**src/rtl/l1_packet_tx.sv**
```systemverilog
// T2-MI L1-current packet transmitter: wraps the rotating L1 store into
// header + prefix + L1 bytes + CRC-32/MPEG-2 and streams it over valid/ready.
module l1_packet_tx #(
  parameter int         L1_LEN      = 67,
  parameter logic [7:0] PACKET_TYPE = 8'h10
) (
  input  logic       CLK,
  input  logic       RST,
  input  logic       START,
  input  logic [7:0] FRAME_IDX,
  input  logic [3:0] SUPERFRAME_IDX,
  input  logic [7:0] PACKET_COUNT,
  input  logic [7:0] L1_DATA_IN,
  output logic       L1_SHIFT,
  output logic [7:0] DATA_OUT,
  output logic       DATA_VALID,
  input  logic       READY,
  output logic       SOP,
  output logic       EOP,
  output logic       BUSY
);

  typedef enum logic [2:0] {S_IDLE, S_HDR, S_PFX, S_L1, S_CRC} state_t;

  localparam logic [15:0] PAYLOAD_LEN = 16'((L1_LEN + 2) * 8);
  localparam logic [7:0]  L1_LAST     = 8'(L1_LEN - 1);
  localparam logic [31:0] CRC_POLY    = 32'h04C11DB7;

  state_t      state_q, state_d;
  logic [7:0]  cnt_q;
  logic [31:0] crc_q;
  logic [7:0]  frame_q, pcount_q;
  logic [3:0]  sframe_q;
  logic        last, xfer;

  function automatic logic [31:0] crc32_byte(input logic [31:0] c, input logic [7:0] d);
    logic [31:0] r;
    r = c;
    for (int i = 7; i >= 0; i--) begin
      if (r[31] ^ d[i]) r = {r[30:0], 1'b0} ^ CRC_POLY;
      else              r = {r[30:0], 1'b0};
    end
    return r;
  endfunction

  assign DATA_VALID = (state_q != S_IDLE);
  assign BUSY       = (state_q != S_IDLE);
  assign xfer       = DATA_VALID && READY;

  always_comb begin
    state_d  = state_q;
    DATA_OUT = 8'h00;
    SOP      = 1'b0;
    EOP      = 1'b0;
    L1_SHIFT = 1'b0;
    last     = 1'b0;
    case (state_q)
      S_IDLE: if (START) state_d = S_HDR;
      S_HDR: begin
        SOP  = (cnt_q == 8'd0);
        last = (cnt_q == 8'd5);
        case (cnt_q)
          8'd0:    DATA_OUT = PACKET_TYPE;
          8'd1:    DATA_OUT = pcount_q;
          8'd2:    DATA_OUT = {sframe_q, 4'h0};
          8'd3:    DATA_OUT = 8'h00;
          8'd4:    DATA_OUT = PAYLOAD_LEN[15:8];
          default: DATA_OUT = PAYLOAD_LEN[7:0];
        endcase
        if (xfer && last) state_d = S_PFX;
      end
      S_PFX: begin
        last     = (cnt_q == 8'd1);
        DATA_OUT = (cnt_q == 8'd0) ? frame_q : 8'h00;
        if (xfer && last) state_d = S_L1;
      end
      S_L1: begin
        // store head is consumed in place; each accepted byte rotates it once
        last     = (cnt_q == L1_LAST);
        DATA_OUT = L1_DATA_IN;
        L1_SHIFT = READY;
        if (xfer && last) state_d = S_CRC;
      end
      S_CRC: begin
        last = (cnt_q == 8'd3);
        EOP  = last;
        case (cnt_q[1:0])
          2'd0:    DATA_OUT = crc_q[31:24];
          2'd1:    DATA_OUT = crc_q[23:16];
          2'd2:    DATA_OUT = crc_q[15:8];
          default: DATA_OUT = crc_q[7:0];
        endcase
        if (xfer && last) state_d = S_IDLE;
      end
      default: state_d = S_IDLE;
    endcase
  end

  always_ff @(posedge CLK) begin
    if (RST) state_q <= S_IDLE;
    else     state_q <= state_d;
  end

  always_ff @(posedge CLK) begin
    if (RST) begin
      cnt_q    <= 8'd0;
      crc_q    <= 32'hFFFFFFFF;
      frame_q  <= 8'd0;
      sframe_q <= 4'd0;
      pcount_q <= 8'd0;
    end else if (state_q == S_IDLE) begin
      if (START) begin
        cnt_q    <= 8'd0;
        crc_q    <= 32'hFFFFFFFF;
        frame_q  <= FRAME_IDX;
        sframe_q <= SUPERFRAME_IDX;
        pcount_q <= PACKET_COUNT;
      end
    end else if (xfer) begin
      // CRC stops accumulating once its own bytes are being sent
      if (state_q != S_CRC) crc_q <= crc32_byte(crc_q, DATA_OUT);
      cnt_q <= last ? 8'd0 : cnt_q + 8'd1;
    end
  end

endmodule

```
**config.mk**
```make
export PLATFORM = sky130hd
export DESIGN_NAME = l1_packet_tx
export DESIGN_NICKNAME = d
export VERILOG_FILES = /design/src/rtl/l1_packet_tx.sv
export SDC_FILE = /design/constraint.sdc
export NUM_CORES = 1
export LEC_CHECK = 0
export CORE_ASPECT_RATIO = 1.2
export CORE_MARGIN = 4
export CORE_UTILIZATION = 50
export DETAILED_ROUTE_END_ITERATION = 8
export PLACE_DENSITY = 0.72
export SYNTH_ARGS = -nofsm -noshare
export SYNTH_HDL_FRONTEND = slang
export SYNTH_SLANG_ARGS = --single-unit
```
**constraint.sdc**
```tcl
create_clock -name CLK -period 8.65 [get_ports CLK]
set_input_delay 1.73 -clock CLK [delete_from_list [all_inputs] [get_ports CLK]]
set_output_delay 1.73 -clock CLK [all_outputs]
set_load 0.05 [all_outputs]
```
* After elaboration in Yosys (flattened, before gate mapping)
Index checks and enable logic that the tools add are counted. Widths: inputs -> output; s select.
Cells by class: mux-type cells 58, equality and inequality tests 18, reductions and logical operators 15, bitwise operators 16, $add $sub $neg 1
Operators with widths (number):
- $mux 32 | 32
- $mux 27 | 8
- $not 14->14 | 8
- $mux 8 | 5
- $pmux 8 s5 | 1
- $pmux 8 s4 | 1
- $pmux 8 s3 | 1
- $eq 8x2->1 const B | 2
- $eq 8x3->1 const B | 2
- $mux 3 | 5
- $pmux 3 s5 | 1
- $ne 2x2->1 const B | 5
- $add 8x1->8 const B | 1
- $eq 8x1->1 const B | 1
- $eq 8x7->1 const B | 1
- $logic_not 8->1 | 1
- $xor 1x1->1 | 8
- $eq 3x2->1 const B | 2
- $logic_and 1x1->1 | 5
- $reduce_and 5->1 | 1
- $pmux 1 s4 | 1
- $reduce_and 2->1 | 2
- $reduce_bool 2->1 | 2
- $eq 3x1->1 const B | 1
- 9 further kinds | 11
Storage, ports and cells: bits in registers 63, output and inout bits 13

* Logic depth before layout (Yosys ltp)
Gate-level depths: netlist of run 1.
word-level depth 50, gate-level depth with buffers 12

* Worst setup path before layout of run 1
No wires, ideal clock.
path type input to output, start point input L1_DATA_IN[3], end point output DATA_OUT[3], stages 4, data required time 6.920 ns, arrival time 2.468 ns, path slack 4.452 ns, buffers on the path 1, cell sequence a221oi_1 and2_1 buf_2 inv_1
Between the ends: cells in the longest elaborated chain, start to end 1
RTL lines:
- start: declaration | RTL line 13 | input logic [7:0] L1_DATA_IN,
- $pmux 8 s4 | RTL line 57 | case (state_q)
- end: declaration | RTL line 15 | output logic [7:0] DATA_OUT,
No other way between the ends.

* Worst setup path after layout of run 1
Ends and elaborated chain as after synthesis.

==> results of run 1 <==
[synthesized netlist by cell type, drive strengths merged, types with 5 or more instances]
cell type   n  area share [%]
inv        13             1.2
and3        5            0.80
a221oi      6             1.5
nor3       19             2.7
a21oi      61             7.8
xor2       16             5.2
xnor2      35             8.7
a22oi      10             1.9
nor2b       5            0.80
nand2      56             5.3
xnor3      10             5.8
dfxtp      63              32
or2         7             1.1
clkbuf     25             2.4
o21ai      11             1.4
nor3b       5             1.1
nor2       43             4.1
nand3       9             1.1
o21bai      6             1.1
buf        12             1.7
[through the flow]
stage | worst slack, ps | util [%] | area [um^2] | cells
detailed placement | 3380 | 56.8 | 4350 | 571
floorplan | 4450 | - | 3930 | 469
finish | 3390 | 59.6 | 4570 | 585
CTS | 3380 | 59.6 | 4570 | 585
global route | 3260 | 59.6 | 4570 | 585
global placement | 3400 | 56.8 | 4350 | 571
[kinds of logic after synthesis]
logic type / synth area share [%]
simple gates: 20.1
xor+xnor: 20.9
mux: 0.255
compound gates: 20.0
buf+inv: 5.31
flops: 32.1
fa+ha+maj: 1.27
[state kept, by name, indices dropped and copies added (netlist names)]
name      cells
cnt_q         8
crc_q        32
frame_q       8
pcount_q      8
sframe_q      4
state_q       3
[critical path, cell delays in order]
cell             delay (ps)
clkdlybuf4s50_1         420
a221oi_1                250
and2_1                  350
inv_1                    70
clkdlybuf4s50_1         700
[layer usage]
metal / global-route usage [%] / vias to the layer above / part of all wire, %
li1: - / 1663 / -
met1: 31.4 / 1649 / 41
met2: 40.9 / 125 / 52
met3: 3.94 / 16 / 5.7
met4: 6.60 / 0 / 1.6
met5: 0 / - / 0
[power groups by stage]
stage	combinational (mW)	sequential [mW]	clock [mW]
after detailed placement	0.830	0.416	0
after CTS	0.838	0.410	0.292
after global routing	0.905	0.419	0.307
after floorplan	0.688	0.396	0
after global placement	0.819	0.413	0
final	0.842	0.412	0.291
[how the worst max path moves through the flow]
| stage | start | end | depth (start not counted) |
|---|---|---|---|
| after CTS | L1_DATA_IN[3] | DATA_OUT[3] | 5 |
| final | L1_DATA_IN[3] | DATA_OUT[3] | 5 |
| after global placement | L1_DATA_IN[3] | DATA_OUT[3] | 5 |
| after floorplan | L1_DATA_IN[3] | DATA_OUT[3] | 4 |
| after global routing | L1_DATA_IN[3] | DATA_OUT[3] | 5 |
| after detailed placement | L1_DATA_IN[3] | DATA_OUT[3] | 5 |
[layout make-up]
| cell class | count | area (um^2) |
|---|---|---|
| clock buffer | 11 | 151 |
| clock inverter | 3 | 67.6 |
| fill | 699 | 3090 |
| inverter | 13 | 48.8 |
| multi-input combinational | 356 | 2460 |
| sequential | 63 | 1260 |
| tap | 92 | 115 |
| timing repair buffer | 47 | 463 |
==> metrics.md, run 1 <==
| Metric | Value |
|---|---|
| Sw Ratio | 40.7% |
| Placer Congestion | 0.874 |
| Setup violators final | 0 |
| Post-synthesis sequential area ratio | 32.1% |
| Min-delay src | frame_q[5] |
| Max Clk Rate | 190 MHz |
| Antenna viol nets, final | 0 |
| Yosys cell types | 61 |
| Ys flop type | dfxtp_1 |
| Reg2reg end | crc_q[13] |
| Layout area overhead | 16.2% |
| Internal Power | 0.916 mW |
| Vias per cell | 5.90 |
| H-tree depth | 3 |
| RSZ-0062 raised after global routing | no |
| Reg-to-reg setup timing slack | 4900 ps |
| Ys Warns | 0 |
| Drt drc | 0 |
| Pwr Total | 1.54 mW |
| Largest net degree at the start of global routing | 51 |
| Longest Clk Path Bufs | 2 |
| Initial antenna violation count | 0 |
| Mapped cell area | 0.00393 mm^2 |
| DR pass1 iterations | 5 |
| Core ar. | 0.00766 mm^2 |
| Initial core utilization | 51.3% |
| Worst min path class | flip-flop to flip-flop |
| Switching pwr | 0.628 mW |
| Diodes inserted | 0 |
| DRT iter0 DRCs | 231 |
| Share of layout cells above drive strength 1 | 7.91% |
| Post-CTS Setup Inserts | 0 |
| Power share of the sequential group | 26.6% |
| Combinational share of power | 54.5% |
| Fin. Hold Viols | 0 |
| # hold bufs at CTS | 0 |
| CP Max Fanout | 5 |
| Post-synth EDFFs | 0 |
| Nets | 526 |
| Vias in the first global route | 3,423 |
| Hold path endpoint | frame_q[5] |
| GRT Overall Usage | 24.2% |
| Max Slew Vio Count | 0 |
| Max Cap Viol | 0 |
| FF-to-FF Start | cnt_q[1] |
| Yosys reg bits | 63 |
| Total grt overflow | 0 |
| Via count | 3,453 |
| Drt wl/cell | 18.1 um |
| Post-synthesis net count | 505 |
| DIE AREA | 0.00935 mm^2 |
| FP Rows | 35 |
| Clock network latency to the later pin of the worst-skew pair | 350 ps |
| Worst Setup Path Type | input port to primary output |
| First-pass GRT wire length | 17,500 um |
| PostCTS Resize Cnt | 0 |
| HPWL after detailed placement | 7210 um |
| Startpoint Class | input port |
| Ys async rst share | 0% |
| Pleak | 1.80 nW |
| Worst Skew | 7.16 ps |
| Root Driver | clkbuf_8 |
| Setup crit end kind | primary output |
| Chip width | 89.0 um |
| Max-slew headroom | 26.4% |
| Post-Syn Instances | 469 |
| I/O pin count | 45 |
| Hold path cells | 2 |
| I/O Buffers | 44 |
| Worst-margin pin slew | 1100 ps |
| Most common cell after layout, fill and taps aside | dfxtp_1 |
| CTS tree | done |
| PwrDens | 338 mW/mm^2 |
| Clock sinks | 63 |
| VDD IR max | 0.000159 V |
| Inserted Clock Buffers | 9 |
| Routed WL | 10,600 um |
| CP Data Arrival Time | 3530 ps |
| Fin crit period | 5260 ps |
| Clock network fraction of design power | 18.8% |
| Die height | 105 um |
| Hold Slack | 457 ps |
| Clock transition at path regs | 60 ps |
| Avg Cell Area, Syn | 8.38 um^2 |
| Commonest non-fill, non-tap cells in the layout | dfxtp_1, a21oi_1, nand2_1 |
| Crit share post-route | 60.8% |
| Setup TNS | 0 ps |
| Status | finished clean |
| Worst EP required | 6920 ps |
| Reg2Reg Depth | 10 |
No activity file was read; power rests on OpenSTA's default activity.
==> run 2: changes to the inputs <==
--- a/config.mk
+++ b/config.mk
@@ -9,7 +9,7 @@
 export CORE_MARGIN = 4
 export CORE_UTILIZATION = 50
 export DETAILED_ROUTE_END_ITERATION = 8
-export PLACE_DENSITY = 0.72
+export PLACE_DENSITY = 0.75
 export SYNTH_ARGS = -nofsm -noshare
 export SYNTH_HDL_FRONTEND = slang
 export SYNTH_SLANG_ARGS = --single-unit
==> constraint.sdc (replaced) <==
create_clock -name CLK -period 4.27 [get_ports CLK]
set_input_delay 0.854 -clock CLK [delete_from_list [all_inputs] [get_ports CLK]]
set_output_delay 0.854 -clock CLK [all_outputs]
set_load 0.05 [all_outputs]
==> run 2 against run 1 <==
Against the previous run: flip-flop and latch count stayed put; final cell count up 1.0%; global-route usage fell by 1.1 points.
==> metrics.md, run 2 (same netlist as run 1, synthesis figures left out) <==
| Metric | Value |
|---|---|
| Status | finished clean |
| Setup violators final | 0 |
| Clock transition at path regs | 80 ps |
| FP Rows | 35 |
| Initial core utilization | 51.3% |
| Die height | 105 um |
| Combinational share of power | 54.8% |
| Drt drc | 0 |
| Most common cell after layout, fill and taps aside | dfxtp_1 |
| # hold bufs at CTS | 0 |
| Longest Clk Path Bufs | 2 |
| Inserted Clock Buffers | 9 |
| Dpl cell area | 0.00437 mm^2 |
| Hold path cells | 2 |
| PwrDens | 673 mW/mm^2 |
| Setup TNS | 0 ps |
| Post-Layout Cell Count | 591 |
| Clock sinks | 63 |
| Most flop-heavy register | crc_q |
| Dpl cells | 575 |
| Max Clk Rate | 257 MHz |
| Max reg flops | 32 |
| Commonest non-fill, non-tap cells in the layout | dfxtp_1, a21oi_1, nand2_1 |
| DIE AREA | 0.00935 mm^2 |
| GRT Overall Usage | 23.1% |
| Nets | 530 |
| Reg-to-reg setup timing slack | 770 ps |
| Worst Skew | 9.31 ps |
| Initial antenna violation count | 0 |
| Root Driver | clkbuf_8 |
| Routed WL | 10,300 um |
| Critical path's slowest cell | clkdlybuf4s50_1 |
| CP Max Fanout | 21 |
| Post-CTS Setup Inserts | 0 |
| Final Instance Area | 0.00457 mm^2 |
| Worst Setup Path Type | flip-flop to primary output |
| Core ar. | 0.00766 mm^2 |
| Worst min path class | flip-flop to flip-flop |
| First-pass GRT wire length | 16,800 um |
| Sw Ratio | 42.1% |
| Hold path endpoint | sframe_q[1] |
| Setup crit end kind | primary output |
| I/O Buffers | 44 |
| Switching pwr | 1.29 mW |
| Fin crit period | 3900 ps |
| Max-slew headroom | 49.2% |
| Chip width | 89.0 um |
| Max Cap Viol | 0 |
| Hold Slack | 459 ps |
| Cell family with most CP delay | buffers and inverters |
| Pwr Total | 3.07 mW |
| Power share of the sequential group | 27.6% |
| Worst-margin pin slew | 762 ps |
| Share of layout cells above drive strength 1 | 10.2% |
| Diodes inserted | 0 |
| Startpoint Class | flip-flop |
| Max Slew Vio Count | 0 |
| Min-delay src | sframe_q[1] |
| I/O pin count | 45 |
| DRT iter0 DRCs | 270 |
| DR pass1 iterations | 4 |
| RSZ-0062 raised after global routing | no |
| Largest net degree at the start of global routing | 51 |
| Fill cells | 676 |
| Internal Power | 1.78 mW |
| CP peak stage delay | 830 ps |
| Via count | 3,411 |
| Post-route core utilization | 59.6% |
| Antenna viol nets, final | 0 |
| Vias per cell | 5.77 |
| Place WS | 830 ps |
| HPWL after detailed placement | 7380 um |
| Layout area overhead | 16.2% |
| Worst EP required | 3420 ps |
| Worst-path cell chain | inv_1 > ha_1 > a22oi_1 > a221oi_1 > a221o_2 > clkdlybuf4s50_1 |
| CP Data Arrival Time | 3040 ps |
| CTS tree | done |
| Buf/Inv on CP | 2 |
| Clock network fraction of design power | 17.5% |
| Reg2Reg Depth | 10 |
| H-tree depth | 3 |
| Fin. Hold Viols | 0 |
| Pleak | 1.82 nW |
| FF-to-FF Start | cnt_q[1] |
| Total grt overflow | 0 |
| Crit share post-route | 91.3% |
| Vias in the first global route | 3,326 |
| Final worst setup slack | 373 ps |
| Clock network latency to the later pin of the worst-skew pair | 360 ps |
| Placer Congestion | 0.911 |
| VDD IR max | 0.000427 V |
| Drt wl/cell | 17.4 um |
| Reg2reg end | crc_q[13] |
| PostCTS Resize Cnt | 0 |
-- run 2: worst reg2reg max path: stages (launching register included) --
cell and delay (ps):
dfxtp_1 390, inv_1 110, ha_1 460, a22o_1 340
a22o_1 220, a221o_2 420, xor2_4 270, xor3_2 380
xor2_1 270, xor3_1 250, o32a_1 280
-- run 2: per-layer routing --
metal | global-route usage, % | share of wire (%) | wire length (um) | up-vias
met4 | 7.23 | 2.3 | 240 | 0
met3 | 4.73 | 4.7 | 488 | 20
li1 | - | - | - | 1674
met5 | 0 | 0 | 0 | -
met2 | 38.9 | 50 | 5150 | 99
met1 | 29.0 | 43 | 4410 | 1618
-- run 2: cell type report --
type                       count  area, um^2  area share (%)
clock buffer                   9         124            2.71
clock inverter                 7        80.1            1.75
inverter                      13        48.8            1.07
multi-input combinational    356        2460            53.9
sequential                    63        1260            27.6
tap                           92         115            2.52
timing repair buffer          51         478            10.5
-- run 2: power by group through the flow --
stage / clock network (mW) / logic, mW / registers (mW)
2_1_floorplan: 0 / 1.39 / 0.802
3_3_place_gp: 0 / 1.64 / 0.855
3_5_place_dp: 0 / 1.67 / 0.860
4_1_cts: 0.549 / 1.68 / 0.846
5_1_grt: 0.574 / 1.83 / 0.866
6_report: 0.539 / 1.69 / 0.850
-- run 2: worst max-delay path by stage --
stage             endpoint  cells after the start      from  slack (ps)
6_report       DATA_OUT[7]                      6  cnt_q[1]         370
5_1_grt        DATA_OUT[7]                      6  cnt_q[1]         240
4_1_cts        DATA_OUT[7]                      6  cnt_q[1]         410
3_5_place_dp   DATA_OUT[7]                      6  cnt_q[1]         830
3_3_place_gp   DATA_OUT[7]                      6  cnt_q[1]         870
2_1_floorplan    crc_q[13]                     12  cnt_q[1]         840
